==> src/rtl/csr_pkg.sv <==
// Shared CSR address constants, write-back op encoding and the read-modify-write
// helper used by the counter bank.
package csr_pkg;

  localparam logic [11:0] CSR_USER_BASE     = 12'hC00;
  localparam logic [11:0] CSR_MACH_BASE     = 12'hB00;
  localparam logic [11:0] CSR_HI_OFFSET     = 12'h080;
  localparam logic [11:0] CSR_MCOUNTINHIBIT = 12'h320;

  // Index of each counter inside a 32-entry C/B page; hpm i sits at IDX_HPM0 + i.
  localparam int IDX_CYCLE   = 0;
  localparam int IDX_TIME    = 1;
  localparam int IDX_INSTRET = 2;
  localparam int IDX_HPM0    = 3;

  typedef enum logic [1:0] {
    WB_NONE  = 2'b00,
    WB_CLEAR = 2'b01,
    WB_SET   = 2'b10,
    WB_WRITE = 2'b11
  } csr_wb_op_e;

  function automatic logic [31:0] apply_op(input logic [31:0] old,
                                           input logic [31:0] data,
                                           input csr_wb_op_e  op);
    case (op)
      WB_CLEAR: return old & ~data;
      WB_SET:   return old | data;
      WB_WRITE: return data;
      default:  return old;
    endcase
  endfunction

endpackage

==> src/rtl/csr_counter.sv <==
// One CNT_WIDTH-bit event counter whose XLEN-bit halves can be overwritten;
// a write in the same cycle as an increment wins and suppresses the increment.
module csr_counter #(
  parameter int CNT_WIDTH = 64,
  parameter int XLEN      = 32
) (
  input  logic                 clk,
  input  logic                 rst,
  input  logic                 inc,
  input  logic                 inhibit,
  input  logic                 wr_lo,
  input  logic                 wr_hi,
  input  logic [XLEN-1:0]      wr_data,
  output logic [CNT_WIDTH-1:0] value
);

  localparam int HI_WIDTH = CNT_WIDTH - XLEN;

  // NOTE: state is updated with <= so every register samples pre-edge values,
  // which is what makes the read path see the value from before a same-cycle write.
  always_ff @(posedge clk) begin
    if (rst) begin
      value <= '0;
    end else if (wr_lo) begin
      value <= {value[CNT_WIDTH-1:XLEN], wr_data};
    end else if (wr_hi) begin
      value <= {wr_data[HI_WIDTH-1:0], value[XLEN-1:0]};
    end else if (inc && !inhibit) begin
      value <= value + CNT_WIDTH'(1);
    end
  end

endmodule

==> src/rtl/csr_counter_bank.sv <==
// Zicntr/Zihpm counter bank: cycle, instret and NUM_HPM event counters with
// mcountinhibit, a registered read port and per-access illegal flags.
module csr_counter_bank
  import csr_pkg::*;
#(
  parameter int XLEN      = 32,
  parameter int NUM_HPM   = 4,
  parameter int CNT_WIDTH = 64
) (
  input  logic                 clk,
  input  logic                 rst,
  input  logic                 read,
  input  logic [11:0]          read_address,
  output logic [XLEN-1:0]      read_data,
  output logic                 read_valid,
  output logic                 read_illegal,
  input  logic [1:0]           write_back,
  input  logic [11:0]          write_back_address,
  input  logic [XLEN-1:0]      write_back_data,
  output logic                 write_illegal,
  input  logic                 increment_instret,
  input  logic [NUM_HPM-1:0]   hpm_event,
  input  logic [CNT_WIDTH-1:0] time_value
);

  // Counter slot k: 0 = cycle, 1 = instret, 2+i = hpm i.
  localparam int NUM_CNT = 2 + NUM_HPM;
  localparam logic [XLEN-1:0] INHIBIT_MASK =
    XLEN'(32'h5) | (XLEN'((64'd1 << NUM_HPM) - 64'd1) << IDX_HPM0);

  function automatic int slot_index(input int k);
    return (k == 0) ? IDX_CYCLE : k + 1;
  endfunction

  logic [63:0]        cnt_ext [NUM_CNT];
  logic [63:0]        time_ext;
  logic [NUM_CNT-1:0] cnt_inc, cnt_wr_lo, cnt_wr_hi;
  logic [XLEN-1:0]    mcountinhibit;

  csr_wb_op_e      wb_op;
  int              wb_idx, rd_idx;
  logic            wb_active, wb_hi, wb_counter_addr, wb_inh_addr, wb_illegal;
  logic [XLEN-1:0] wb_old, wb_new;
  logic            rd_hi, rd_user, rd_window, rd_legal;
  logic [XLEN-1:0] rd_value;

  assign cnt_inc  = {hpm_event, increment_instret, 1'b1};
  assign time_ext = 64'(time_value);

  for (genvar k = 0; k < NUM_CNT; k++) begin : g_cnt
    logic [CNT_WIDTH-1:0] value;
    csr_counter #(.CNT_WIDTH(CNT_WIDTH), .XLEN(XLEN)) u_counter (
      .clk     (clk),
      .rst     (rst),
      .inc     (cnt_inc[k]),
      .inhibit (mcountinhibit[(k == 0) ? IDX_CYCLE : k + 1]),
      .wr_lo   (cnt_wr_lo[k]),
      .wr_hi   (cnt_wr_hi[k]),
      .wr_data (wb_new),
      .value   (value)
    );
    assign cnt_ext[k] = 64'(value);
  end

  // NOTE: every signal driven here gets a default first, so no path can leave
  // one unassigned and infer a latch.
  always_comb begin
    wb_op           = csr_wb_op_e'(write_back);
    wb_active       = (wb_op != WB_NONE);
    wb_idx          = int'(write_back_address[4:0]);
    wb_hi           = write_back_address[7];
    wb_inh_addr     = (write_back_address == CSR_MCOUNTINHIBIT);
    wb_counter_addr = (write_back_address[11:8] == CSR_MACH_BASE[11:8]) &&
                      (write_back_address[6:5] == 2'b00) &&
                      (wb_idx == IDX_CYCLE ||
                       (wb_idx >= IDX_INSTRET && wb_idx < IDX_HPM0 + NUM_HPM));
    wb_old    = '0;
    cnt_wr_lo = '0;
    cnt_wr_hi = '0;
    for (int k = 0; k < NUM_CNT; k++) begin
      if (slot_index(k) == wb_idx) begin
        wb_old       = wb_hi ? cnt_ext[k][63:32] : cnt_ext[k][31:0];
        cnt_wr_lo[k] = wb_active && wb_counter_addr && !wb_hi;
        cnt_wr_hi[k] = wb_active && wb_counter_addr && wb_hi;
      end
    end
    wb_new = apply_op(wb_old, write_back_data, wb_op);
    // mcountinhibit accepts its implemented bits even when the flag is raised.
    wb_illegal = wb_active && !wb_counter_addr &&
                 !(wb_inh_addr && ((write_back_data & ~INHIBIT_MASK) == '0));
  end

  always_comb begin
    rd_idx    = int'(read_address[4:0]);
    rd_hi     = read_address[7];
    rd_user   = (read_address[11:8] == CSR_USER_BASE[11:8]);
    rd_window = (rd_user || read_address[11:8] == CSR_MACH_BASE[11:8]) &&
                (read_address[6:5] == 2'b00);
    rd_legal  = 1'b0;
    rd_value  = '0;
    if (read_address == CSR_MCOUNTINHIBIT) begin
      rd_legal = 1'b1;
      rd_value = mcountinhibit;
    end else if (rd_window) begin
      if (rd_user && rd_idx == IDX_TIME) begin
        rd_legal = 1'b1;
        rd_value = rd_hi ? time_ext[63:32] : time_ext[31:0];
      end
      for (int k = 0; k < NUM_CNT; k++) begin
        if (slot_index(k) == rd_idx) begin
          rd_legal = 1'b1;
          rd_value = rd_hi ? cnt_ext[k][63:32] : cnt_ext[k][31:0];
        end
      end
    end
  end

  always_ff @(posedge clk) begin
    if (rst) begin
      mcountinhibit <= '0;
    end else if (wb_active && wb_inh_addr) begin
      mcountinhibit <= apply_op(mcountinhibit, write_back_data, wb_op) & INHIBIT_MASK;
    end
  end

  always_ff @(posedge clk) begin
    if (rst) begin
      read_data     <= '0;
      read_valid    <= 1'b0;
      read_illegal  <= 1'b0;
      write_illegal <= 1'b0;
    end else begin
      read_data     <= (read && rd_legal) ? rd_value : '0;
      read_valid    <= read;
      read_illegal  <= read && !rd_legal;
      write_illegal <= wb_illegal;
    end
  end

endmodule

==> config.mk <==
export PLATFORM = sky130hd
export DESIGN_NAME = csr_counter_bank
export DESIGN_NICKNAME = d
export VERILOG_FILES = /design/src/rtl/csr_pkg.sv /design/src/rtl/csr_counter.sv /design/src/rtl/csr_counter_bank.sv
export SDC_FILE = /design/constraint.sdc
export NUM_CORES = 2
export LEC_CHECK = 0
export BUFFER_PORTS_ARGS = -buffer_cell sky130_fd_sc_hd__clkbuf_2
export CELL_PAD_IN_SITES_DETAIL_PLACEMENT = 1
export CELL_PAD_IN_SITES_GLOBAL_PLACEMENT = 1
export CORE_MARGIN = 2
export CORE_UTILIZATION = 29
export CTS_CLUSTER_DIAMETER = 150
export DETAILED_ROUTE_END_ITERATION = 8
export PLACE_DENSITY_LB_ADDON = 0.12
export SLEW_MARGIN = 20
export SYNTH_ARGS = -nofsm -noshare
export SYNTH_HDL_FRONTEND = slang
export SYNTH_SLANG_ARGS = --single-unit
export TNS_END_PERCENT = 1
==> constraint.sdc <==
create_clock -name clk -period 3.21 [get_ports clk]
set_input_delay 0.321 -clock clk [delete_from_list [all_inputs] [get_ports clk]]
set_output_delay 0.321 -clock clk [all_outputs]
set_load 0.1 [all_outputs]
# ---- After elaboration in Yosys (flattened, before gate mapping)
# Cells that the tools add are included.
dict set report word_totals {
  output_inout_bits 35
  input_bits 130
  elab_cells 197
  ff_bits 425
}
dict set report op_classes {
  addsub 6
  eq_ne 27
  bitwise_logic 13
  reduce_logical 62
  mux 69
  order_cmp 2
}
# cell n
set ops {}
lappend ops {{$mux W32} 32}
lappend ops {{$mux W64} 12}
lappend ops {{$add A64 B1 Y64 const B} 6}
lappend ops {{$pmux W32 S3} 1}
lappend ops {{$and A32 B32 Y32} 1}
lappend ops {{$logic_not A32 Y1} 1}
lappend ops {{$not A32 Y32} 1}
lappend ops {{$or A32 B32 Y32} 1}
lappend ops {{$eq A4 B5 Y1 const A} 6}
lappend ops {{$reduce_and A2 Y1} 13}
lappend ops {{$eq A12 B10 Y1 const B} 2}
lappend ops {{$reduce_bool A2 Y1} 11}
lappend ops {{$mux W1} 21}
lappend ops {{$pmux W7 S3} 1}
lappend ops {{$eq A3 B5 Y1 const A} 4}
lappend ops {{$logic_and A1 B1 Y1} 19}
lappend ops {{$ne A2 B1 Y1 const B} 8}
lappend ops {{$mux W7} 2}
lappend ops {{$eq A4 B4 Y1 const B} 3}
lappend ops {{$logic_not A5 Y1} 2}
lappend ops {{$logic_not A1 Y1} 9}
lappend ops {{$not A1 Y1} 8}
lappend ops {{$and A7 B7 Y7} 1}
lappend ops {{$or A7 B7 Y7} 1}
lappend ops {{other kinds (10)} 13}

# ---- Logic depth before layout (Yosys ltp)
dict set report logic_depth {
  word_depth 14
  ltp_mapped 13
  depth_no_buf 8
}

# ---- By module
# From an unflattened synthesis, not the netlist that was laid out.
dict set report hier_totals {
  cells_unflattened 4571
  hier_area_um2 34625.7
}
# mod instances area_per_inst_um2 cells_per_inst seq_area_each_um2
set modules_own_cells {}
lappend modules_own_cells {csr_counter 6 4230.3 560 1281.2}
lappend modules_own_cells {csr_counter_bank 1 9243.9 1211 820.8}

# ---- Worst setup path after synthesis
# No wires, ideal clock.
dict set report synth_timing {
  kind {input port to flip-flop}
  startpoint {in write_back_address[3]}
  endpoint {reg g_cnt[3].u_counter.value[30]}
  t_required_ns 3.082
  setup_ns 0.128
  arrival_ns 2.385
  slack_ns 0.697
  path_stages 10
  path_buffers 3
  path_cell_list {buf_2 or4b_4 or4_1 buf_2 and4_1 buf_6 a311oi_1 a41oi_1 o21ai_1 nor2_1}
}
dict set report synth_between {
  elab_chain_len 10
}
# item line_no
set synth_lines {}
lappend synth_lines {{start, declared} csr_counter_bank.sv:18} ;# input logic [11:0] write_back_address,
lappend synth_lines {{$logic_not A5 Y1} {csr_counter_bank.sv:75, csr_counter_bank.sv:81}}
lappend synth_lines {{$mux W32 (6 in series)} csr_counter_bank.sv:81} ;# if (slot_index(k) == wb_idx) begin
lappend synth_lines {{$or A32 B32 Y32 or $and A32 B32 Y32 (tied branches)} {csr_pkg.sv:28, csr_pkg.sv:27}}
lappend synth_lines {{$pmux W32 S3} csr_pkg.sv:26} ;# case (op)
lappend synth_lines {{$mux W32} csr_counter.sv:24} ;# end else if (wr_lo) begin
lappend synth_lines {{end signal, assigned} csr_counter.sv:25} ;# value <= {value[CNT_WIDTH-1:XLEN], wr_data};
lappend synth_lines {{end signal, assigned} csr_counter.sv:27} ;# value <= {wr_data[HI_WIDTH-1:0], value[XLEN-1:0]};
lappend synth_lines {{end signal, assigned} csr_counter.sv:29} ;# value <= value + CNT_WIDTH'(1);
lappend synth_lines {{end, declared} csr_counter.sv:14} ;# output logic [CNT_WIDTH-1:0] value
# Several ways; a longest one is shown, not always the timed one.
# A chain may end at the register's enable or synchronous reset.

# ---- Worst setup path after layout
dict set report layout_timing {
  startpoint {reg g_cnt[5].u_counter.value[15]}
  endpoint {reg g_cnt[5].u_counter.value[47]}
}
dict set report layout_between {
  elab_chain_len 5
}
# item line_no
set layout_lines {}
lappend layout_lines {{start, declared} csr_counter.sv:14}
lappend layout_lines {{start signal, assigned} csr_counter.sv:25}
lappend layout_lines {{start signal, assigned} csr_counter.sv:27}
lappend layout_lines {{start signal, assigned} csr_counter.sv:29}
lappend layout_lines {{parallel branches: the longest is 4 deep, another holds $add A64 B1 Y64} -}
lappend layout_lines {{$mux W64 (*)} csr_counter.sv:26} ;# end else if (wr_hi) begin
# Every way passes the cells marked *. The select of a mux whose other input is x is not followed.

==> results by group <==
Setup path
  – FF-to-FF Start: g_cnt[5].u_counter.value[15]
  – Critical Path Max Stage Delay: 0.86 ns
  – Maximum fanout along the worst path: 5
  – Worst path required time: 3.79 ns
  – Startpoint types: flip-flop
  – CP Cell Sequence: inv_1, o21ai_0, a222oi_1, buf_4, a21oi_4, buf_4, nor2_1, a211oi_1
  – WP buf/inv: 3
  – CP max stage cell: o21ai_0
  – WP data arrival: 3.62 ns
  – Capturing element type of the critical path: flip-flop
  – CP dominant cell by count: buf_4
  – Worst setup path startpoint: g_cnt[5].u_counter.value[15]
  – CP Class: flip-flop to flip-flop
  – Crit-path leading delay family: compound AO/OA/AOI/OAI gates

Clocking
  – Clk sinks: 425
  – Worst-skew pair later-pin latency: 0.70 ns
  – Clk root buf: clkbuf_16
  – H-Tree Depth: 2
  – Clock Pin Slew Worst Setup and Hold Paths: 0.07 ns
  – CTS buffer count: 59
  – TritonCTS clock tree: yes
  – Clock Path Buffers: 3

Floorplanning
  – Num ports: 165
  – Die footprint: 0.114 mm2
  – Die span in y: 337 um
  – Core Box Area: 0.110 mm2
  – Initial Util: 0.292
  – Die width: 337 um
  – Floorplan row count: 122

Placed design
  – Port Buffers: 164
  – Post-Place Setup Slack: -0.200 ns
  – Cell area after placement: 0.0383 mm2
  – Gpl congestion: 1.05
  – Dpl hpwl: 171,000 um

Drt
  – Avg WL per Cell: 35.0 um
  – Residual DRC: 0
  – DR iter-0 viols: 4,590
  – Post-route ant nets: 0
  – Routed WL: 217,000 um
  – Drt pass-1 iters: 8
  – Via count: 38,900
  – Drt via density: 6.26

Cells and area
  – Layout cells sized above 1: 0.228
  – Fillers: 13,400
  – Fin area: 0.0405 mm2
  – Area grow syn2layout: 25.8%
  – Nets: 4,806

Global routing
  – Global-route wire length before repair: 298,000 um
  – GRT Residual Overflow: 0
  – Largest net degree at the start of global routing: 125
  – Initial antenna violation count: 7
  – All-Layer GR Usage: 0.371
  – Number of global-route vias before repair: 36,700

Synthesis
  – Primary FF master, synth: dfxtp_1
  – Mapped Nets: 4,376
  – Synth area leaders: dfxtp_1, mux2i_1, nor2_1
  – Yosys warns: 0
  – Register bit total from synthesis: 425
  – Yosys top cell by area: dfxtp_1
  – Post-synth EDFFs: 0
  – Avg Cell Area, Syn: 7.59 um2
  – Register area share after synthesis: 0.264
  – Synth Cell Area: 0.0322 mm2
  – Cells after synthesis: 4,240
  – Area share of the largest cell type after synthesis: 0.264
  – Unique cell type count in the Yosys netlist: 110
  – Post-synth top cells: dfxtp_1, nor2_1, nand2_1
  – Asr flop ratio synth: 0
  – Most common cell in the netlist: dfxtp_1

Power and ir drop
  – Combinational share of power: 0.135
  – Leak: 0.0146 uW
  – Power Dens Cells: 361 mW/mm2
  – Clk network pwr share: 0.497
  – Sw Pwr: 4330 uW
  – Switching Fraction: 0.297
  – Reg power frac: 0.368
  – Peak supply drop: 0.413 mV
  – Internal power: 10,300 uW

Run status
  – Status: finished clean

STA
  – Setup WS post-layout: 0.171 ns
  – Final worst path period share: 0.947
  – Clock skew: 0.0360 ns
  – Final hold violations: 0
  – Setup violators final: 0
  – Worst-Margin Slew: 1.07 ns
  – Minimum clock period: 3.04 ns
  – Unrepaired setup endpoints after global routing: no
  – FMAX: 329 MHz
  – Rel. slew slack: 0.278
  – Slew Viols, Final: 0

Flow run
  – Max Cap Viol: 0

Min path
  – HP Start: write_back_data[3]
  – Hold Crit Class: primary input to flip-flop
==> worst paths after layout <==
path | to | slack (ns) | cells past startpoint
worst max register to register | g_cnt[5].u_counter.value[47] | 0.17 | 8
worst min register to register | g_cnt[2].u_counter.value[63] | 0.53 | 2
worst max-delay path | g_cnt[5].u_counter.value[47] | 0.17 | 8
worst min-delay path | mcountinhibit[3] | 0.05 | 3
==> final cells by class <==
| type | count | area, um2 | area share |
|---|---|---|---|
| Antenna cell | 6 | 15.0 | 0.000371 |
| Clock buffer | 80 | 1700 | 0.0419 |
| Clock inverter | 30 | 367 | 0.00905 |
| Inverter | 53 | 200 | 0.00494 |
| Multi-Input combinational cell | 3390 | 21900 | 0.541 |
| Sequential cell | 425 | 8510 | 0.210 |
| Tap cell | 1488 | 1860 | 0.0460 |
| Timing Repair Buffer | 741 | 5940 | 0.147 |
==> cells in the final DEF, fill, tap and decap left out, types with 18 or more instances in the layout <==
cell       netlist  routed
a211oi_1       191     190
a21oi_1        285     280
a221oi_1        19      19
a22oi_1         24      21
a31oi_1         66      66
and2_1          32      31
and3_1          60      60
and4_1          31      31
buf_12           0      59
buf_4           27     512
clkbuf_16        0      59
clkbuf_2         3     160
clkinv_2         0      18
dfxtp_1        425     425
inv_1           53      52
mux2_2          96      96
mux2i_1        306     306
nand2_1        371     371
nand2b_1        18      18
nand3_1        169     167
nand4_1        121     121
nor2_1         412     410
nor2b_1         18      18
nor3_1         177     174
nor4_1          70      70
o211ai_1        27      27
o21a_1          33      33
o21ai_0        242     240
o221ai_1        35      35
o22ai_1         85      85
or3_1           36      36
xnor2_1         78      78
xor2_1          49      49
==> worst min-delay path: stages <==
cell      delay [ns]
clkbuf_2        0.21
nand2_1         0.11
a21oi_1         0.06
==> power groups by stage <==
stage / Combinational (uW) / Clock [uW] / Sequential [uW]
2_1_floorplan: 791 / 0 / 5480
3_3_place_gp: 1890 / 0 / 5490
3_5_place_dp: 1890 / 0 / 5490
4_1_cts: 1910 / 7330 / 5370
5_1_grt: 1980 / 7510 / 5380
6_report: 1970 / 7260 / 5380
==> layer usage <==
layer,track usage,vias to the layer above,share of wire
li1,-,16800,-
met1,0.520,19700,0.44
met2,0.533,1914,0.41
met3,0.0613,428,0.085
met4,0.216,4,0.068
met5,0,-,0.00011
==> cell families after synthesis <==
| kind of cell | count (synthesis) | synth area share |
|---|---|---|
| buf+inv | 425 | 0.0592 |
| compound gates | 1209 | 0.245 |
| mux | 410 | 0.134 |
| fa+ha+maj | 6 | 0.00233 |
| simple gates | 1638 | 0.260 |
| xor+xnor | 127 | 0.0346 |
| flops | 425 | 0.264 |
==> metrics by stage <==
step / hold slack (ns) / instances / total power (uW) / setup TNS [ns] / utilization
floorplan: 0.427 / 4240 / 6270 / 0 / -
global placement: 0.500 / 6091 / 7380 / -0.969 / 0.347
detailed placement: 0.518 / 6091 / 7380 / -0.934 / 0.347
CTS: 0.0155 / 6207 / 14600 / 0 / 0.367
global route: 0.0530 / 6207 / 14900 / 0 / 0.367
finish: 0.0524 / 6213 / 14600 / 0 / 0.367
==> timing repair <==
| item | 4_1_cts | 5_1_grt |
|---|---|---|
| hold buffers | 6 | 0 |
| buffers inserted | 0 | 0 |
| gates resized for setup | 0 | 1 |
| endpoints found under the setup margin | 0 | 1 |
| hold endpoints to repair | 11 | 0 |
==> flip-flops by register name (all words and copies together) (netlist names) <==
| register | flops |
|---|---|
| g_cnt.u_counter.value | 384 |
| read_illegal | 1 |
| write_illegal | 1 |
| mcountinhibit | 6 |
| read_valid | 1 |
| read_data | 32 |
No activity file was read; power rests on OpenSTA's default activity.
